File: src/rtl/instr_decode_pkg.sv
// Shared ISA definitions for the byte-serial decoder: opcodes, field positions,
// instruction-length rule and the decoder FSM encoding.
package chocolate_isa_pkg;

  localparam logic [3:0] OP_NOP = 4'h0;
  localparam logic [3:0] OP_LDI = 4'h1;
  localparam logic [3:0] OP_MOV = 4'h2;
  localparam logic [3:0] OP_ADD = 4'h3;
  localparam logic [3:0] OP_SUB = 4'h4;
  localparam logic [3:0] OP_JMP = 4'h8;
  localparam logic [3:0] OP_JZ  = 4'h9;
  localparam logic [3:0] OP_HLT = 4'hF;

  localparam int OPC_MSB = 7;
  localparam int OPC_LSB = 4;
  localparam int RD_MSB  = 3;
  localparam int RD_LSB  = 2;
  localparam int RS_MSB  = 1;
  localparam int RS_LSB  = 0;

  typedef enum logic [2:0] {
    ST_OP    = 3'd0,
    ST_IMM   = 3'd1,
    ST_ISSUE = 3'd2,
    ST_FLUSH = 3'd3,
    ST_HALT  = 3'd4
  } state_t;

  function automatic logic is_two_byte(input logic [3:0] opcode);
    return (opcode == OP_LDI) || (opcode == OP_JMP) || (opcode == OP_JZ);
  endfunction

  function automatic logic is_defined(input logic [3:0] opcode);
    return is_two_byte(opcode) || (opcode == OP_NOP) || (opcode == OP_MOV) ||
           (opcode == OP_ADD) || (opcode == OP_SUB) || (opcode == OP_HLT);
  endfunction

endpackage

File: src/rtl/instr_decode_fields.sv
// Combinational split of an instruction's first byte into opcode, register
// fields and the two-byte flag; undefined opcodes are folded to NOP here.
module instr_fields
  import chocolate_isa_pkg::*;
#(
  parameter int RW = 2
) (
  input  logic [7:0]    instr_byte,
  output logic [3:0]    op,
  output logic [RW-1:0] rd,
  output logic [RW-1:0] rs,
  output logic          two_byte
);

  logic [3:0] raw_op;

  always_comb begin
    raw_op   = instr_byte[OPC_MSB:OPC_LSB];
    op       = is_defined(raw_op) ? raw_op : OP_NOP;
    rd       = instr_byte[RD_LSB +: RW];
    rs       = instr_byte[RS_LSB +: RW];
    two_byte = is_two_byte(raw_op);
  end

endmodule

File: src/rtl/instr_decode.sv
// Byte-serial instruction decoder: assembles 1/2-byte instructions from fetch,
// issues micro-ops, redirects fetch on taken jumps and owns halt/flush state.
module instr_decode
  import chocolate_isa_pkg::*;
#(
  parameter int NREG            = 4,
  parameter int FLUSH_AFTER_JMP = 1
) (
  input  logic                     clk,
  input  logic                     rst,
  input  logic                     instr_valid,
  input  logic [7:0]               instr,
  output logic                     instr_ready,
  input  logic                     zero_flag,
  output logic                     uop_valid,
  input  logic                     uop_ready,
  output logic [3:0]               uop_op,
  output logic [$clog2(NREG)-1:0]  uop_rd,
  output logic [$clog2(NREG)-1:0]  uop_rs,
  output logic [7:0]               uop_imm,
  output logic                     load_imm,
  output logic                     jmp,
  output logic [7:0]               addr,
  output logic                     halted,
  output state_t                   dbg_state
);

  localparam int RW = $clog2(NREG);
  localparam int FW = (FLUSH_AFTER_JMP > 1) ? $clog2(FLUSH_AFTER_JMP) : 1;
  localparam logic [FW-1:0] FLUSH_LAST = FW'((FLUSH_AFTER_JMP > 0) ? FLUSH_AFTER_JMP - 1 : 0);

  state_t         state, state_nxt;
  logic [3:0]     op_q;
  logic [RW-1:0]  rd_q, rs_q;
  logic [7:0]     imm_q;
  logic [FW-1:0]  flush_cnt;

  logic [3:0]     f_op;
  logic [RW-1:0]  f_rd, f_rs;
  logic           f_two;
  logic           xfer, retire, taken;

  instr_fields #(.RW(RW)) u_fields (
    .instr_byte (instr),
    .op         (f_op),
    .rd         (f_rd),
    .rs         (f_rs),
    .two_byte   (f_two)
  );

  // Both interfaces are valid/ready: a transfer happens at the posedge where
  // valid && ready; the producer holds data stable until then, ready never
  // depends on valid, and valid never waits on ready.
  assign xfer   = instr_valid && instr_ready;
  assign retire = (state == ST_ISSUE) && uop_ready;
  assign taken  = (op_q == OP_JMP) || ((op_q == OP_JZ) && zero_flag);

  always_ff @(posedge clk or posedge rst) begin
    if (rst) state <= ST_OP;
    else     state <= state_nxt;
  end

  always_comb begin
    state_nxt = state;
    case (state)
      ST_OP:    if (xfer) state_nxt = f_two ? ST_IMM : ST_ISSUE;
      ST_IMM:   if (xfer) state_nxt = ST_ISSUE;
      ST_ISSUE: if (retire) begin
        if (op_q == OP_HLT)                     state_nxt = ST_HALT;
        else if (taken && (FLUSH_AFTER_JMP > 0)) state_nxt = ST_FLUSH;
        else                                    state_nxt = ST_OP;
      end
      ST_FLUSH: if (xfer && (flush_cnt == FLUSH_LAST)) state_nxt = ST_OP;
      ST_HALT:  state_nxt = ST_HALT;
      default:  state_nxt = ST_OP;
    endcase
  end

  always_comb begin
    instr_ready = (state == ST_OP) || (state == ST_IMM) || (state == ST_FLUSH);
    uop_valid   = (state == ST_ISSUE);
    uop_op      = uop_valid ? op_q  : OP_NOP;
    uop_rd      = uop_valid ? rd_q  : '0;
    uop_rs      = uop_valid ? rs_q  : '0;
    uop_imm     = uop_valid ? imm_q : '0;
    load_imm    = uop_valid && (op_q == OP_LDI);
    jmp         = retire && taken;
    addr        = jmp ? imm_q : '0;
    halted      = (state == ST_HALT);
    dbg_state   = state;
  end

  // imm is cleared on the first byte so one-byte instructions issue imm=0.
  always_ff @(posedge clk or posedge rst) begin
    if (rst) begin
      op_q      <= OP_NOP;
      rd_q      <= '0;
      rs_q      <= '0;
      imm_q     <= '0;
      flush_cnt <= '0;
    end else begin
      if ((state == ST_OP) && xfer) begin
        op_q  <= f_op;
        rd_q  <= f_rd;
        rs_q  <= f_rs;
        imm_q <= '0;
      end
      if ((state == ST_IMM) && xfer) imm_q <= instr;
      if (retire)                             flush_cnt <= '0;
      else if ((state == ST_FLUSH) && xfer)   flush_cnt <= flush_cnt + 1'b1;
    end
  end

endmodule
File: config.mk
export PLATFORM = sky130hd
export DESIGN_NAME = instr_decode
export DESIGN_NICKNAME = d
export VERILOG_FILES = /design/src/rtl/instr_decode_pkg.sv /design/src/rtl/instr_decode_fields.sv /design/src/rtl/instr_decode.sv
export SDC_FILE = /design/constraint.sdc
export NUM_CORES = 1
export LEC_CHECK = 0
export ABC_CLOCK_PERIOD_IN_PS = 3380
export BUFFER_PORTS_ARGS = -buffer_cell sky130_fd_sc_hd__buf_2
export CORE_ASPECT_RATIO = 1.1
export CORE_MARGIN = 8
export CORE_UTILIZATION = 45
export CTS_BUF_LIST = sky130_fd_sc_hd__clkbuf_16
export DETAILED_ROUTE_END_ITERATION = 10
export PLACE_DENSITY = 0.74
export SYNTH_ARGS = -nofsm -noshare
export SYNTH_HDL_FRONTEND = slang
export SYNTH_SLANG_ARGS = --single-unit
File: constraint.sdc
create_clock -name clk -period 3.38 [get_ports clk]
set_input_delay 1.014 -clock clk [delete_from_list [all_inputs] [get_ports clk]]
set_output_delay 1.014 -clock clk [all_outputs]
set_load 0.02 [all_outputs]
==> reports/metrics.yaml <==
status: "completed"
numCtsBuffers: 3
r2r_start: "dbg_state[2]$_DFFE_PP0P_"
cpMaxStageDelayCell: "dfrtp_1"
drcViolationCount: 0
io_buffer_count: 44
synth_compound_area_share_pct: 13.8
regToRegSetupSlack_ns: 1.70
h-tree-depth: 1
p_sw_mw: 0.480
r2r_end: "op_q[2]$_DFFE_PP0P_"
cp_num_buf_inv: 1
regArea_sq_um: 500
core_sq_um: 2500
cp_slowest_stage_delay_ns: 0.61
crit_path_end_kind: "output port"
yosys.area.top_type: "dfrtp_1"
synthMuxAreaShare_pct: 0
p_int_mw: 0.747
powerDensity_nw_per_um2: 812
synth_top_family_by_area: "simple AND/OR/NAND/NOR gates"
dr.pass1.iters: 5
synth_fa_ha_area_share_pct: 0
switching_share_pct: 39.1
grt_usage_pct: 12.2
ant_nets: 0
die_h_um: 69.8
syn_inst: 143
min_period_over_period_pct: 87.1
path_max_fanout: 17
synth-xor-area-share_pct: 0.739
worst_pin_slew_ns: 0.745
cts_num_sinks: 20
setup_tns_ns: 0
syn_nets: 156
min_from: "rs_q[0]$_DFFE_PP0P_"
die_w_um: 64.9
preCtsSetupSlack_ns: 0.551
slew_headroom_pct: 50.3
clock_path_buffers: 2
drv_slew: 0
crit_family: "simple AND/OR/NAND/NOR gates"
vias: 1106
finalWorstSetupSlack_ns: 0.437
hold_depth: 2
power_leakage_nw: 0.818
synth.cell_area_sq_um: 1180
critical_path_required_ns: 2.37
placed_cells: 211
ys_seq_elements: 20
peakVddDrop_v: 0.000445
setup_violations: 0
antenna_found_initial: 0
grt_max_degree: 21
fmax_ghz: 0.340
grt-ovfl-total: 0
cts_root_buf: "clkbuf_16"
routedWlPerCell_um: 13.2
clkPwrFrac_pct: 26.0
sequentialPowerShare_pct: 33.2
place_congestion: 0.828
synth_simple_gate_area_share_pct: 37.5
synth_top_area_share_pct: 42.2
drv_cap: 0
arrival_ns: 1.93
rsz0062_at_grt: "no"
crit_type: "flip-flop to output port"
insertion_delay_ns: 0.25
pwr-share-comb_pct: 40.8
cts_hold_buf: 0
wirelength_um: 2840
cts_resized: 0
clk_pin_slew_worst_paths_ns: 0.06
grt_pass1_vias: 1063
hold_viol_final: 0
start_util_pct: 47.5
hp-class: "flip-flop to flip-flop"
multi_input_area_sq_um: 617
crit_chain: "nor3b_4 -> o2111ai_2 -> nor2_4 -> and2_1 -> buf_2"
rows: 19
fp.dieArea_sq_um: 4530
cts_tree: "done"
min_to: "rs_q[0]$_DFFE_PP0P_"
crit_path_start_kind: "flip-flop"
ys_types: 33
finalNetCount: 198
p_total_mw: 1.23
final_util_pct: 60.6
drtIter0Drc: 39
reg2regPathDepth: 4
areaGrowthSynthToFinish_pct: 27.6
ys_top_cells_by_area: "dfrtp_1, and2_1, nand2_1, o21ai_1, nand3_1"
skew_ns: 0.00110
detail_route.vias_per_cell: 5.14
ios: 45
dp_hpwl_um: 2210
finalCriticalPeriod_ns: 2.94
avgSynthCellArea_sq_um: 8.29
n_fill_cell: 230
stdcell_count: 215
grt_first_pass_wirelength_um: 4650
n_antenna_cell: 0
yosysWarnings: 0
synth-seq-area-share_pct: 42.2
drive_gt1_share_pct: 29.9
cts_setup_buffers: 0
## worst min-delay path: stages, from the launching register on
cell and delay, ns:
dfrtp_1 0.33, nand2_1 0.05, nand2_1 0.06
## final cells by class
| type | count | area share [%] |
|---|---|---|
| clock buffers | 3 | 4.97 |
| clock inverters | 1 | 1.99 |
| inverters | 6 | 1.49 |
| multi-input cells | 109 | 40.8 |
| flip-flops and latches | 20 | 33.1 |
| well taps | 31 | 2.57 |
| repair buffers | 45 | 15.1 |
## cell usage in the layout (no fill, tap or decap), types with 5 or more instances in the layout
cell / Yosys / routed
nand3_1: 5 / 5
nor2_1: 5 / 5
dfrtp_1: 20 / 20
and2_1: 24 / 24
o21ai_1: 13 / 13
inv_1: 5 / 5
buf_2: 0 / 44
nand2_1: 35 / 35
## flip-flops by register name, indices dropped and copies added, names as in the netlist
| name | cells |
|---|---|
| flush_cnt | 1 |
| imm_q | 8 |
| op_q | 4 |
| rd_q | 2 |
| dbg_state | 3 |
| rs_q | 2 |
## per-layer routing
layer	track usage (%)	vias up	part of all wire, %
met5	0	-	0
met4	2.91	0	0.49
met3	3.39	2	7.8
met2	20.0	45	47
met1	15.1	501	45
li1	-	558	-
## synthesized netlist by cell type, drive strengths merged
| cell | count |
|---|---|
| nand2 | 35 |
| and2 | 24 |
| dfrtp | 20 |
| o21ai | 16 |
| nor2 | 7 |
| inv | 6 |
| nand3 | 5 |
| buf | 4 |
| clkbuf | 4 |
| nor3 | 3 |
| and3 | 2 |
| nand2b | 2 |
| a2111o | 1 |
| a211oi | 1 |
| a21oi | 1 |
| a221o | 1 |
| a31o | 1 |
| a41o | 1 |
| and3b | 1 |
| nor2b | 1 |
| nor3b | 1 |
| nor4 | 1 |
| o2111ai | 1 |
| o211ai | 1 |
| o41ai | 1 |
| or3b | 1 |
| xor2 | 1 |
## metrics by stage
step	instance area [sq um]	hold slack (ns)
2_1_floorplan	1180	0.436
4_1_cts	1510	0.469
6_report	1510	0.465
3_5_place_dp	1410	0.454
3_3_place_gp	1410	0.451
5_1_grt	1510	0.493
## worst max-delay path by stage
stage / from / to / slack, ns / depth (start not counted)
2_1_floorplan: dbg_state[2]$_DFFE_PP0P_ / load_imm / 0.65 / 4
3_3_place_gp: zero_flag / addr[5] / 0.59 / 5
3_5_place_dp: zero_flag / addr[4] / 0.55 / 5
4_1_cts: dbg_state[0]$_DFFE_PP0P_ / addr[4] / 0.45 / 5
5_1_grt: dbg_state[0]$_DFFE_PP0P_ / addr[6] / 0.33 / 5
6_report: dbg_state[0]$_DFFE_PP0P_ / addr[4] / 0.44 / 5
## cells by family (layout without fill, tap and decap cells)
family                 count (synthesis)  count (layout)
flip-flops                            20              20
AO/OA/AOI/OAI                         25              25
XOR/XNOR                               1               1
buffers and inverters                 14              55
AND/OR/NAND/NOR                       83              83
## power groups by stage
stage / logic [mW] / clock network [mW] / registers, mW
after floorplan: 0.369 / 0 / 0.397
after global placement: 0.492 / 0 / 0.408
after detailed placement: 0.505 / 0 / 0.413
after CTS: 0.509 / 0.323 / 0.408
after global routing: 0.559 / 0.332 / 0.422
final: 0.501 / 0.319 / 0.407
(Power assumes the default switching activity.)
